[src/rtl/ex_muldiv_unit.sv]
// Multi-cycle RV32M/RV64M multiply/divide execute unit.
// Shift-add multiplier and restoring divider, one bit per cycle, sharing one
// accumulator/shift datapath. Holds the pipeline via stall_req_o until the result is ready.
module ex_muldiv_unit #(
  parameter int unsigned XLEN    = 32,
  parameter int unsigned RADDR_W = 5
) (
  input  logic               clk,
  input  logic               rst,
  input  logic               flush,
  input  logic               start_i,
  input  logic [2:0]         op_i,
  input  logic [XLEN-1:0]    rs1_i,
  input  logic [XLEN-1:0]    rs2_i,
  input  logic [RADDR_W-1:0] wd_i,
  input  logic               wreg_i,
  output logic               busy_o,
  output logic               stall_req_o,
  output logic               done_o,
  output logic [XLEN-1:0]    result_o,
  output logic [RADDR_W-1:0] wd_o,
  output logic               wreg_o
);

  localparam int unsigned CNT_W = $clog2(XLEN);
  localparam int unsigned PW    = 2 * XLEN;
  localparam logic [XLEN-1:0] SMIN = {1'b1, {(XLEN-1){1'b0}}};

  typedef enum logic [1:0] {S_IDLE, S_CALC, S_DONE} state_t;

  state_t             state_q, state_d;
  logic [2:0]         op_q, op_d;
  logic               sgn1_q, sgn1_d, sgn2_q, sgn2_d;
  logic [XLEN-1:0]    acc_q, acc_d;
  logic [XLEN-1:0]    lo_q, lo_d;
  logic [XLEN-1:0]    opnd_q, opnd_d;
  logic [CNT_W-1:0]   cnt_q, cnt_d;
  logic [RADDR_W-1:0] wd_cap_q, wd_cap_d;
  logic               wreg_cap_q, wreg_cap_d;
  logic               done_q, done_d;
  logic               wreg_q, wreg_d;
  logic [XLEN-1:0]    result_q, result_d;
  logic [RADDR_W-1:0] wd_q, wd_d;

  // Operand decode at issue: signedness, magnitudes and fast-path detection
  logic            rs1_neg, rs2_neg, div0, ovf;
  logic [XLEN-1:0] mag1, mag2, fast_res;

  always_comb begin
    rs1_neg  = rs1_i[XLEN-1] & (op_i == 3'd1 || op_i == 3'd2 || op_i == 3'd4 || op_i == 3'd6);
    rs2_neg  = rs2_i[XLEN-1] & (op_i == 3'd1 || op_i == 3'd4 || op_i == 3'd6);
    mag1     = rs1_neg ? (XLEN'(0) - rs1_i) : rs1_i;
    mag2     = rs2_neg ? (XLEN'(0) - rs2_i) : rs2_i;
    div0     = op_i[2] && (rs2_i == '0);
    ovf      = (op_i == 3'd4 || op_i == 3'd6) && (rs1_i == SMIN) && (rs2_i == '1);
    fast_res = '0;
    if (div0)     fast_res = op_i[1] ? rs1_i : '1;
    else if (ovf) fast_res = op_i[1] ? '0 : SMIN;
  end

  // One iteration of the shared multiply/divide datapath
  logic [XLEN:0]   mul_sum, div_shift, div_diff;
  logic            div_ge;
  logic [XLEN-1:0] step_acc, step_lo;

  always_comb begin
    mul_sum   = {1'b0, acc_q} + (lo_q[0] ? {1'b0, opnd_q} : '0);
    div_shift = {acc_q, lo_q[XLEN-1]};
    div_diff  = div_shift - {1'b0, opnd_q};
    div_ge    = ~div_diff[XLEN];
    if (op_q[2]) begin
      step_acc = div_ge ? div_diff[XLEN-1:0] : div_shift[XLEN-1:0];
      step_lo  = {lo_q[XLEN-2:0], div_ge};
    end else begin
      step_acc = mul_sum[XLEN:1];
      step_lo  = {mul_sum[0], lo_q[XLEN-1:1]};
    end
  end

  // Sign fix-up and result select from the final iteration's values
  logic [PW-1:0]   prod, prod_s;
  logic [XLEN-1:0] quot_s, rem_s, calc_res;

  always_comb begin
    prod   = {step_acc, step_lo};
    prod_s = (sgn1_q ^ sgn2_q) ? (PW'(0) - prod) : prod;
    quot_s = (sgn1_q ^ sgn2_q) ? (XLEN'(0) - step_lo) : step_lo;
    rem_s  = sgn1_q ? (XLEN'(0) - step_acc) : step_acc;
    case (op_q)
      3'd0:             calc_res = prod_s[XLEN-1:0];
      3'd1, 3'd2, 3'd3: calc_res = prod_s[PW-1:XLEN];
      3'd4, 3'd5:       calc_res = quot_s;
      default:          calc_res = rem_s;
    endcase
  end

  // Next-state and datapath control
  always_comb begin
    state_d    = state_q;
    op_d       = op_q;
    sgn1_d     = sgn1_q;
    sgn2_d     = sgn2_q;
    acc_d      = acc_q;
    lo_d       = lo_q;
    opnd_d     = opnd_q;
    cnt_d      = cnt_q;
    wd_cap_d   = wd_cap_q;
    wreg_cap_d = wreg_cap_q;
    done_d     = 1'b0;
    wreg_d     = 1'b0;
    result_d   = result_q;
    wd_d       = wd_q;

    case (state_q)
      S_IDLE: begin
        if (start_i) begin
          op_d       = op_i;
          sgn1_d     = rs1_neg;
          sgn2_d     = rs2_neg;
          wd_cap_d   = wd_i;
          wreg_cap_d = wreg_i;
          cnt_d      = '0;
          if (div0 || ovf) begin
            state_d  = S_DONE;
            result_d = fast_res;
            wd_d     = wd_i;
            wreg_d   = wreg_i;
            done_d   = 1'b1;
          end else begin
            state_d = S_CALC;
            acc_d   = '0;
            lo_d    = op_i[2] ? mag1 : mag2;
            opnd_d  = op_i[2] ? mag2 : mag1;
          end
        end
      end
      S_CALC: begin
        acc_d = step_acc;
        lo_d  = step_lo;
        cnt_d = cnt_q + CNT_W'(1);
        if (cnt_q == CNT_W'(XLEN - 1)) begin
          state_d  = S_DONE;
          cnt_d    = '0;
          result_d = calc_res;
          wd_d     = wd_cap_q;
          wreg_d   = wreg_cap_q;
          done_d   = 1'b1;
        end
      end
      S_DONE:  state_d = S_IDLE;
      default: state_d = S_IDLE;
    endcase

    // Flush wins over start and completion; the visible result is left untouched
    if (flush) begin
      state_d  = S_IDLE;
      cnt_d    = '0;
      done_d   = 1'b0;
      wreg_d   = 1'b0;
      result_d = result_q;
      wd_d     = wd_q;
    end
  end

  // State and datapath registers
  always_ff @(posedge clk) begin
    if (rst) begin
      state_q    <= S_IDLE;
      op_q       <= '0;
      sgn1_q     <= 1'b0;
      sgn2_q     <= 1'b0;
      acc_q      <= '0;
      lo_q       <= '0;
      opnd_q     <= '0;
      cnt_q      <= '0;
      wd_cap_q   <= '0;
      wreg_cap_q <= 1'b0;
      done_q     <= 1'b0;
      wreg_q     <= 1'b0;
      result_q   <= '0;
      wd_q       <= '0;
    end else begin
      state_q    <= state_d;
      op_q       <= op_d;
      sgn1_q     <= sgn1_d;
      sgn2_q     <= sgn2_d;
      acc_q      <= acc_d;
      lo_q       <= lo_d;
      opnd_q     <= opnd_d;
      cnt_q      <= cnt_d;
      wd_cap_q   <= wd_cap_d;
      wreg_cap_q <= wreg_cap_d;
      done_q     <= done_d;
      wreg_q     <= wreg_d;
      result_q   <= result_d;
      wd_q       <= wd_d;
    end
  end

  // Stall covers the issue cycle so the op is held until the unit has taken it
  assign stall_req_o = ((state_q == S_IDLE) && start_i && !flush) || (state_q == S_CALC);
  assign busy_o      = (state_q != S_IDLE);
  assign done_o      = done_q;
  assign wreg_o      = wreg_q;
  assign result_o    = result_q;
  assign wd_o        = wd_q;

endmodule

[config.mk]
export PLATFORM = sky130hd
export DESIGN_NAME = ex_muldiv_unit
export DESIGN_NICKNAME = d
export VERILOG_FILES = /design/src/rtl/ex_muldiv_unit.sv
export SDC_FILE = /design/constraint.sdc
export NUM_CORES = 1
export LEC_CHECK = 0
export ABC_AREA = 0
export CORE_UTILIZATION = 50
export DETAILED_ROUTE_END_ITERATION = 6
export DONT_BUFFER_PORTS = 1
export MAX_ROUTING_LAYER = met4
export PLACE_DENSITY = 0.68
export SYNTH_ARGS = -nofsm -noshare
export SYNTH_HDL_FRONTEND = slang
export SYNTH_SLANG_ARGS = --single-unit
[constraint.sdc]
create_clock -name clk -period 4.85 [get_ports clk]
set_input_delay 0.485 -clock clk [delete_from_list [all_inputs] [get_ports clk]]
set_output_delay 0.485 -clock clk [all_outputs]
set_load 0.02 [all_outputs]
Word-level counts from Yosys, hierarchy flattened
Index checks and enable logic that the tools add are counted.
{"block": "totals", "output_inout_bits": 41, "reg_bits": 153, "elab_cells": 118}
{"block": "classes", "bitwise_logic": 6, "n_mux": 45, "reduce_logical": 28, "n_eq_ne": 17, "addsub": 8}
{"op": "32-bit two-way mux", "n": 21}
{"op": "32-bit one-hot mux with 2 select lines", "n": 3}
{"op": "1-bit by 32-bit subtractor with 32-bit output (first input constant)", "n": 4}
{"op": "32-bit one-hot mux with 3 select lines", "n": 1}
{"op": "32-bit equality test (second input constant)", "n": 2}
{"op": "64-bit two-way mux", "n": 1}
{"op": "1-bit by 64-bit subtractor with 64-bit output (first input constant)", "n": 1}
{"op": "32-bit by 32-bit adder with 33-bit output", "n": 1}
{"op": "33-bit by 32-bit subtractor with 33-bit output", "n": 1}
{"op": "32-bit logical NOT", "n": 1}
{"op": "5-bit two-way mux", "n": 5}
{"op": "5-bit one-hot mux with 2 select lines", "n": 2}
{"op": "3-bit equality test (second input constant)", "n": 4}
{"op": "3-bit by 2-bit equality test with 1-bit output (second input constant)", "n": 3}
{"op": "1-bit logical OR", "n": 8}
{"op": "2-bit inequality test (second input constant)", "n": 4}
{"op": "3-bit by 1-bit equality test with 1-bit output (second input constant)", "n": 2}
{"op": "1-bit two-way mux", "n": 6}
{"op": "2-bit two-way mux", "n": 3}
{"op": "2-bit AND reduction", "n": 3}
{"op": "3-bit AND reduction", "n": 2}
{"op": "5-bit by 1-bit adder with 5-bit output (second input constant)", "n": 1}
{"op": "5-bit equality test (second input constant)", "n": 1}
{"op": "1-bit logical AND", "n": 5}
{"op": "other kinds (13)", "n": 19}

Longest topological paths before layout
Gate-level depths: netlist of the first run.
{"block": "logic_depth", "ltp_word": 10, "mapped_depth": 25}

Worst setup path before layout of the first run
No wires, ideal clock.
{"block": "synth_timing", "path_type": "reg2reg", "startpoint": "register op_q[2]", "endpoint": "register result_q[20] (netlist: result_o[20])", "stages_incl_launch_ff": 21, "required_time_ps": 4718, "arrival_time_ps": 5043, "setup_ps": 132, "slack_ps": -325, "n_path_buf": 8, "path_cell_list": "dfxtp_1 -> clkbuf_1 -> buf_1 -> clkbuf_1 -> clkbuf_1 -> buf_2 -> buf_1 -> buf_1 -> clkbuf_1 -> nor2b_1 -> nor2_1 -> ha_1 -> nand2_1 -> nor3_1 -> nand4_1 -> nor3_1 -> nand4b_1 -> o31ai_1 -> xnor2_1 -> a221oi_1 -> nor3_1"}
{"block": "synth_via", "elab_chain_cells": 6, "word_cells_on_any_way": 19}
{"element": "start: declaration", "line_no": "32", "rtl": "logic [2:0] op_q, op_d;"}
{"element": "start signal: assignment", "line_no": "184", "rtl": "op_q <= op_d;"}
{"element": "32-bit two-way mux", "line_no": "71", "rtl": "if (op_q[2]) begin"}
{"element": "1-bit by 64-bit subtractor with 64-bit output (tied with other cells)", "line_no": "86", "rtl": "prod_s = (sgn1_q ^ sgn2_q) ? (PW'(0) - prod) : prod;"}
{"element": "64-bit two-way mux (tied with other cells)", "line_no": "86"}
{"element": "32-bit one-hot mux with 3 select lines *", "line_no": "89", "rtl": "case (op_q)"}
{"element": "32-bit two-way mux *", "line_no": "141", "rtl": "if (cnt_q == CNT_W'(XLEN - 1)) begin"}
{"element": "32-bit one-hot mux with 2 select lines *", "line_no": "114", "rtl": "case (state_q)"}
{"element": "end signal: assignment", "line_no": "195", "rtl": "result_q <= result_d;"}
{"element": "end: declaration", "line_no": "42", "rtl": "logic [XLEN-1:0] result_q, result_d;"}
Every way passes the cells marked *; elsewhere a longest branch is shown, timed or not. The select of a mux whose other input is x is not followed.
A chain may end at the register's enable or synchronous reset.

Final worst setup path of the first run
{"block": "layout_timing", "startpoint": "register lo_q[0]", "endpoint": "register result_q[29] (netlist: result_o[29])"}
{"block": "layout_via", "elab_chain_cells": 8, "word_cells_on_any_way": 13}
{"element": "start: declaration", "line_no": "35", "rtl": "logic [XLEN-1:0] lo_q, lo_d;"}
{"element": "start signal: assignment", "line_no": "188", "rtl": "lo_q <= lo_d;"}
{"element": "32-bit two-way mux", "line_no": "67", "rtl": "mul_sum = {1'b0, acc_q} + (lo_q[0] ? {1'b0, opnd_q} : '0);"}
{"element": "32-bit by 32-bit adder with 33-bit output", "line_no": "67"}
{"element": "32-bit two-way mux", "line_no": "71"}
{"element": "1-bit by 64-bit subtractor with 64-bit output or 1-bit by 32-bit subtractor with 32-bit output (tied branches)", "line_no": "86, 88"}
{"element": "64-bit two-way mux or 32-bit two-way mux (tied branches)", "line_no": "86, 88"}
{"element": "32-bit one-hot mux with 3 select lines *", "line_no": "89"}
{"element": "32-bit two-way mux *", "line_no": "141"}
{"element": "32-bit one-hot mux with 2 select lines *", "line_no": "114"}
Marks and branches as above.

==> results of run 1 <==
worst max path at each step:
stage | start | end | slack [ns] | depth (start not counted)
global route | lo_q[0] | result_o[29] | -0.07 | 18
global placement | opnd_q[13] | result_o[28] | -0.18 | 21
finish | lo_q[0] | result_o[29] | 0.02 | 18
CTS | lo_q[0] | result_o[29] | -0.01 | 19
detailed placement | lo_q[0] | result_o[29] | -0.30 | 19
floorplan | lo_q[31] | result_o[26] | 0.02 | 21
Yosys cell counts (all sizes together), types with 32 or more instances:
library cell,n,area share (%)
nand2,265,5.9
nor2,264,6.0
a21oi,241,7.3
o21ai,184,5.5
dfxtp,153,18
clkbuf,115,2.6
xnor2,87,4.5
xor2,76,4.0
ha,71,5.3
inv,69,1.5
nor3,63,1.9
a31oi,54,2.1
nand3,54,1.6
and2,51,1.9
mux2i,48,2.9
buf,42,1.2
a211oi,41,2.1
o211ai,37,1.7
nand4,36,1.6
nor4,32,1.4
final cells by class:
cell class                      count  area (µm²)  area share [%]
Inverter                           71         267            1.27
Antenna cell                        3        7.51          0.0358
Timing Repair Buffer              389        3020            14.4
Multi-Input combinational cell   2025       13400            64.2
Sequential cell                   153        3070            14.7
Clock buffer                       18         439            2.10
Tap cell                          442         553            2.64
Clock inverter                     14         158           0.752
registers in the layout, indices dropped and copies added (netlist names), 2 cells and up:
register / cells
wd_o: 5
lo_q: 32
opnd_q: 32
cnt_q: 5
acc_q: 32
result_o: 32
wd_cap_q: 5
op_q: 3
state_q: 2
logic make-up after synthesis:
family | after synthesis | synth area share (%)
and+or+nand+nor | 901 | 26.1
AOI/OAI and AO/OA | 826 | 32.4
buffers and inverters | 228 | 5.39
xor gates and xnor gates | 163 | 8.52
DFF | 153 | 18.3
adders and majority gates | 73 | 5.54
muxes | 62 | 3.81
power groups by stage:
stage / Sequential (W) / Clock [W] / Combinational [W]
5_1_grt: 0.00137 / 0.00148 / 0.00209
4_1_cts: 0.00136 / 0.00143 / 0.00181
3_3_place_gp: 0.00139 / 0 / 0.00176
6_report: 0.00137 / 0.00144 / 0.00198
3_5_place_dp: 0.00139 / 0 / 0.00177
2_1_floorplan: 0.00137 / 0 / 0.00107
per-layer routing:
layer  wire length [µm]  vias to the layer above  GRT usage [%]
met3               7880                      245           10.1
li1                   -                     9403              -
met1              31100                     9700           56.9
met2              33400                     1227           67.3
met5                  0                        -              -
met4               4690                        0           24.5
per-stage QoR:
| stage | area [µm²] | setup WS, ns |
|---|---|---|
| 2_1_floorplan | 16800 | 0.0167 |
| 3_5_place_dp | 19400 | -0.304 |
| 6_report | 21000 | 0.0180 |
| 4_1_cts | 20200 | -0.0127 |
| 3_3_place_gp | 19400 | -0.183 |
| 5_1_grt | 21000 | -0.0706 |
what timing repair did:
item	CTS	global route
gates resized for setup	24	127
setup buffers	5	28
hold buffers	0	0
pin swaps	13	59
gates cloned	0	0
endpoints found under the hold margin	0	0
setup endpoints to repair	16	30
==> metrics, run 1 <==
CP cell instances=and2_1 -> ha_2 -> fa_2 -> a21o_1 -> a311o_1 -> a31oi_2 -> buf_4 -> o2111ai_1 -> nand4_1 -> o221ai_2 -> or2_4 -> or4b_4 -> or4b_4 -> buf_6 -> o41ai_4 -> xor2_1 -> a21oi_1 -> o31a_1; sw power=slightly below 0.002 W; CTS tree=yes; RR Startpoint=lo_q[0]; Crit path max-delay family=compound AO/OA/AOI/OAI gates; clock buffer count from CTS=17; reg2reg end=result_o[29]; # nets final=2,807; # rows=66; antenna violations before repair=3; most frequent cells in the layout=buf_4, nand2_1, nor2_1; Die Height=~190 µm; setup slack, reg-to-reg=between 0.015 and 0.02 ns; GRT Util Overall=45.3%; HPWL Detailed=roughly 61 mm; Initial Util=between 50% and 60%; DR vias/cell=approximately 6.6; Max Cap Viol=0; worst hold endpoint=result_o[23]; Fill cells=around 3,000; Switching Share=about two fifths; Final Setup Violations=0; Max Buffers Root-to-Sink=2; First-pass DRT Iterations=6; Worst path max stage delay=around 0.55 ns; GRT overflow=0; hold path cells=1; RSZ-0062 raised after global routing=yes; clock network power share=between 30% and 40%; Primary FF master, synth=dfxtp_1; Reg2Reg Depth=18; Internal=approximately 0.0028 W; yosys warns=0; min Tclk post-route=just under 5 ns; PortBufs=0; worst-case clock skew=approximately 0.014 ns; Via Count=about 20,000; dpl cells=approximately 3,000; commonest non-fill, non-tap cell in the layout=buf_4; final slew viol count=0; pin count of the biggest net entering global routing=approximately 150; Post-Layout Cell Count=approximately 3,100; Setup crit end kind=register; critical path buffer and inverter count=2; final RePlAce weighted congestion=roughly 1.0; maximum vdd ir drop=~280 µV; die extent in x=roughly 190 µm; Final Hold Vio Count=0; CP Max Fanout=4; # IOs=118; Util after Layout=63.9%; total wire length=between 70 and 80 mm; hold path startpoint=rst; Worst setup SP type=register; Fin Hold WS=about 0.089 ns; CTS Sinks=around 150; FF+latch count, synth=about 150; HP Class=input port to register; fmax=207 MHz; sequential share of power=roughly 29%; Worst-Skew Late Latency=0.47 ns; Syn Inst Count=2,406; total power=~0.0048 W; Synth Area per Inst=6.97 µm²; Iter 0 DRT Violations=about 2,500; Synth Net Count=~2,600; crit path max-delay cell type=or4b_4; Final Cycle Share=99.6%; Logic pwr share=41.4%; Detail Route Antenna Nets=0; first-pass GRT wire length=between 100 and 150 mm; setup TNS=0 ns; CTS clk-pin slew, worst paths=0.08 ns; Post-Syn Area=between 0.015 and 0.02 mm²; Max-Slew Margin vs Limit=about 13%; Clk Tree Root Cell=clkbuf_16; fraction of synthesis flops using an asynchronous set or reset pin=0%; status=finished clean; Layout area overhead=25.1%; CP arrival=approximately 5.2 ns; H-tree Lvls=4; Power Density=228 mW/mm²; DRC Markers=0; sequential area share after synthesis=18.3%; post-synth cell types=~110; core box area=0.0328 mm²; EDFF count, synth=0; vias in the first global route=18,763; Worst-Margin Slew=about 1.3 ns; cell mode on critical path=or4b_4; die area=between 0.03 and 0.04 mm²; wire per inst=about 25 µm; worst path required time=between 5 and 6 ns; layout cells sized above 1=between 20 and 25%; Leak=about 8.3 nW; critical path class=register to register
No activity file was read; power rests on OpenSTA's default activity.
==> inputs of run 2 (changes only) <==
ABC_AREA = default   (was 0)
CORE_ASPECT_RATIO = 1.25   (was default)
==> run 2 against run 1 <==
Net effect:
- the run now ends with setup timing left
- flip-flop and latch count unchanged
- routed wire length up 3.5%
- combinational power up 3%
- cell count down 1.3%
- sequential share of layout area about the same
- register-to-register slack worse by 0.15 ns
- clock power up 3%
- global-route usage up 0.97 points
- first-iteration DRC count down 22%
- clock-buffer cell count down 1
- critical path type unchanged
- highest routed layer unchanged
==> metrics, run 2 (same netlist as run 1, synthesis figures left out) <==
status=finished with violations; failing checks=setup timing; hold path cells=1 (unchanged); antenna violations before repair=0 (-3); worst-case clock skew=0.0228 ns (+0.00874 ns); worst path required time=5.20 ns (about the same); reg2reg end=result_o[28]; GRT overflow=0 (unchanged); hold path startpoint=rst; HPWL Detailed=62.1 mm (+2.6%); first-pass GRT wire length=116 mm (+2.5%); crit path max-delay cell type=nor3_4; crit path from=lo_q[31]; Reg2Reg Depth=24 (+6); Final Hold Vio Count=0 (unchanged); DR vias/cell=6.74 (+2.1%); commonest non-fill, non-tap cell in the layout=buf_4; core box area=0.0329 mm² (+0.26%); final slew viol count=0 (unchanged); wire per inst=25.9 µm (+4.9%); total wire length=79.7 mm (+3.5%); RR Startpoint=lo_q[31]; Worst-Skew Late Latency=0.48 ns (about the same); CTS Sinks=153 (unchanged); setup slack, reg-to-reg=-0.13 ns (-0.15 ns); CTS tree=yes; Post-Layout Cell Count=3,075 (-1.3%); Max Cap Viol=0 (unchanged); Setup crit end kind=register; Internal=0.00284 W (+0.20%); HP Class=input port to register; Power Density=231 mW/mm² (+1.5%); most frequent cells in the layout=buf_4, nor2_1, nand2_1; Clk Tree Root Cell=clkbuf_16; die area=0.0343 mm² (about the same); # rows=74 (+12%); Layout area overhead=25.9%; die extent in x=166 µm (-10%); Reg area=0.00308 mm² (+0.41%); Leak=8.30 nW (-0.20%); Final Setup Violations=4 (+4); cell mode on critical path=buf_6; critical path buffer and inverter count=7 (+5); area taken by multi-input logic gates=0.0136 mm² (+1.3%); layout cells sized above 1=22.4% (+0.41 points); CP cell instances=inv_2 -> ha_4 -> inv_2 -> fa_2 -> a211oi_2 -> o21ai_1 -> buf_4 -> o211ai_4 -> buf_6 -> a211oi_4 -> nor3_4 -> buf_6 -> nor4_1 -> nor3_2 -> ha_2 -> nand3_4 -> buf_6 -> a221oi_4 -> nand4_1 -> buf_4 -> o31ai_4 -> xnor2_1 -> a21boi_1 -> a2111oi_0; Switching Share=41.8% (+1.2 points); dpl cells=3,012 (-1.1%); sequential share of power=28.1% (-0.5 points); Area after DPL=0.0194 mm² (-0.42%); Iter 0 DRT Violations=1,961 (-22%); PortBufs=0 (unchanged); Fill cells=2,984 (-3.2%); vias in the first global route=19,436 (+3.6%); Max Buffers Root-to-Sink=2 (unchanged); fin area=0.0211 mm² (+0.70%); First-pass DRT Iterations=7 (+1); sw power=0.00204 W (+5.1%); Via Count=20,739 (+0.80%); worst hold endpoint=wd_cap_q[0]; H-tree Lvls=4 (unchanged); maximum vdd ir drop=231 µV (-18%); n_diodes=0 (-3); Logic pwr share=41.6% (+0.2 points); fmax=201 MHz (-3.0%); GRT Util Overall=46.3% (+0.97 points); Detail Route Antenna Nets=0 (unchanged); Die Height=207 µm (+12%); CP Max Fanout=11 (+7); Worst setup SP type=register; min Tclk post-route=4.98 ns (+0.150 ns); # IOs=118 (unchanged); # nets final=2,794 (-0.46%); CP arrival=5.33 ns (+0.13 ns); Worst-Margin Slew=1.14 ns (-0.154 ns); Final Cycle Share=103% (+3.1 points); final RePlAce weighted congestion=1.10 (+5.3%); CTS clk-pin slew, worst paths=0.09 ns (about the same); clock buffer count from CTS=17 (unchanged); Worst path max stage delay=0.40 ns (-0.15 ns); pin count of the biggest net entering global routing=147 (unchanged); Final WS setup=-0.132 ns (-0.150 ns); critical path class=register to register; Initial Util=51.0% (-0.13 points); DRC Markers=0 (unchanged); Max-Slew Margin vs Limit=23.5% (+10 points); RSZ-0062 raised after global routing=yes; Crit path max-delay family=compound AO/OA/AOI/OAI gates; clock network power share=30.3% (+0.3 points)
[run 2: area by class of cell]
class / count / area share [%]
Sequential cell: 153 / 14.6
Tap cell: 418 / 2.48
Clock buffer: 17 / 2.02
Multi-Input combinational cell: 2025 / 64.6
Clock inverter: 15 / 0.966
Inverter: 71 / 1.26
Timing Repair Buffer: 376 / 14.1
[run 2: through the flow]
stage	hold slack, ns	worst slack, ns	total power, W	util (%)	setup TNS, ns
2_1_floorplan	0.429	0.0167	0.00244	-	0
3_3_place_gp	0.436	-0.203	0.00315	58.9	-0.817
3_5_place_dp	0.444	-0.274	0.00317	58.9	-2.17
4_1_cts	0.0646	-0.00832	0.00466	61.3	-0.00832
5_1_grt	0.0702	-0.222	0.00505	64.2	-2.25
6_report	0.0685	-0.132	0.00489	64.2	-0.208
[run 2: timing repair]
action | in CTS | in global routing
buffers inserted | 2 | 30
cloned | 0 | 0
setup endpoints to repair | 20 | 29
gates resized for setup | 30 | 159
pin swaps | 8 | 63
hold buffers | 0 | 0
[run 2: worst max path at each step]
stage	end	slack, ns	cells after the start
after floorplan	result_o[26]	0.02	21
after global placement	result_o[28]	-0.20	17
after detailed placement	result_o[28]	-0.27	18
after CTS	result_o[29]	-0.008	19
after global routing	result_o[28]	-0.22	22
final	result_o[28]	-0.13	24
[run 2: worst reg2reg max path: stages (launching register included)]
cell and delay, ns:
dfxtp_2 0.32, inv_2 0.07, ha_4 0.13, inv_2 0.03, fa_2 0.36, a211oi_2 0.26, o21ai_1 0.12, buf_4 0.19
o211ai_4 0.25, buf_6 0.14, a211oi_4 0.10, nor3_4 0.40, buf_6 0.22, nor4_1 0.07, nor3_2 0.19, ha_2 0.26
nand3_4 0.09, buf_6 0.13, a221oi_4 0.30, nand4_1 0.24, buf_4 0.20, o31ai_4 0.21, xnor2_1 0.14, a21boi_1 0.08
a2111oi_0 0.38
[run 2: layer usage]
metal	global-route usage [%]	part of all wire (%)	vias up
met5	-	0	-
met4	39.1	9.5	0
met3	10.6	9.2	394
met2	76.5	46	1249
met1	47.4	36	9734
li1	-	-	9362
[run 2: power groups by stage]
stage          Combinational, W  Sequential (W)  Clock (W)
3_3_place_gp            0.00176         0.00139          0
6_report                0.00203         0.00137    0.00148
5_1_grt                 0.00214         0.00138    0.00153
3_5_place_dp            0.00177         0.00139          0
4_1_cts                 0.00181         0.00136    0.00148
2_1_floorplan           0.00107         0.00137          0
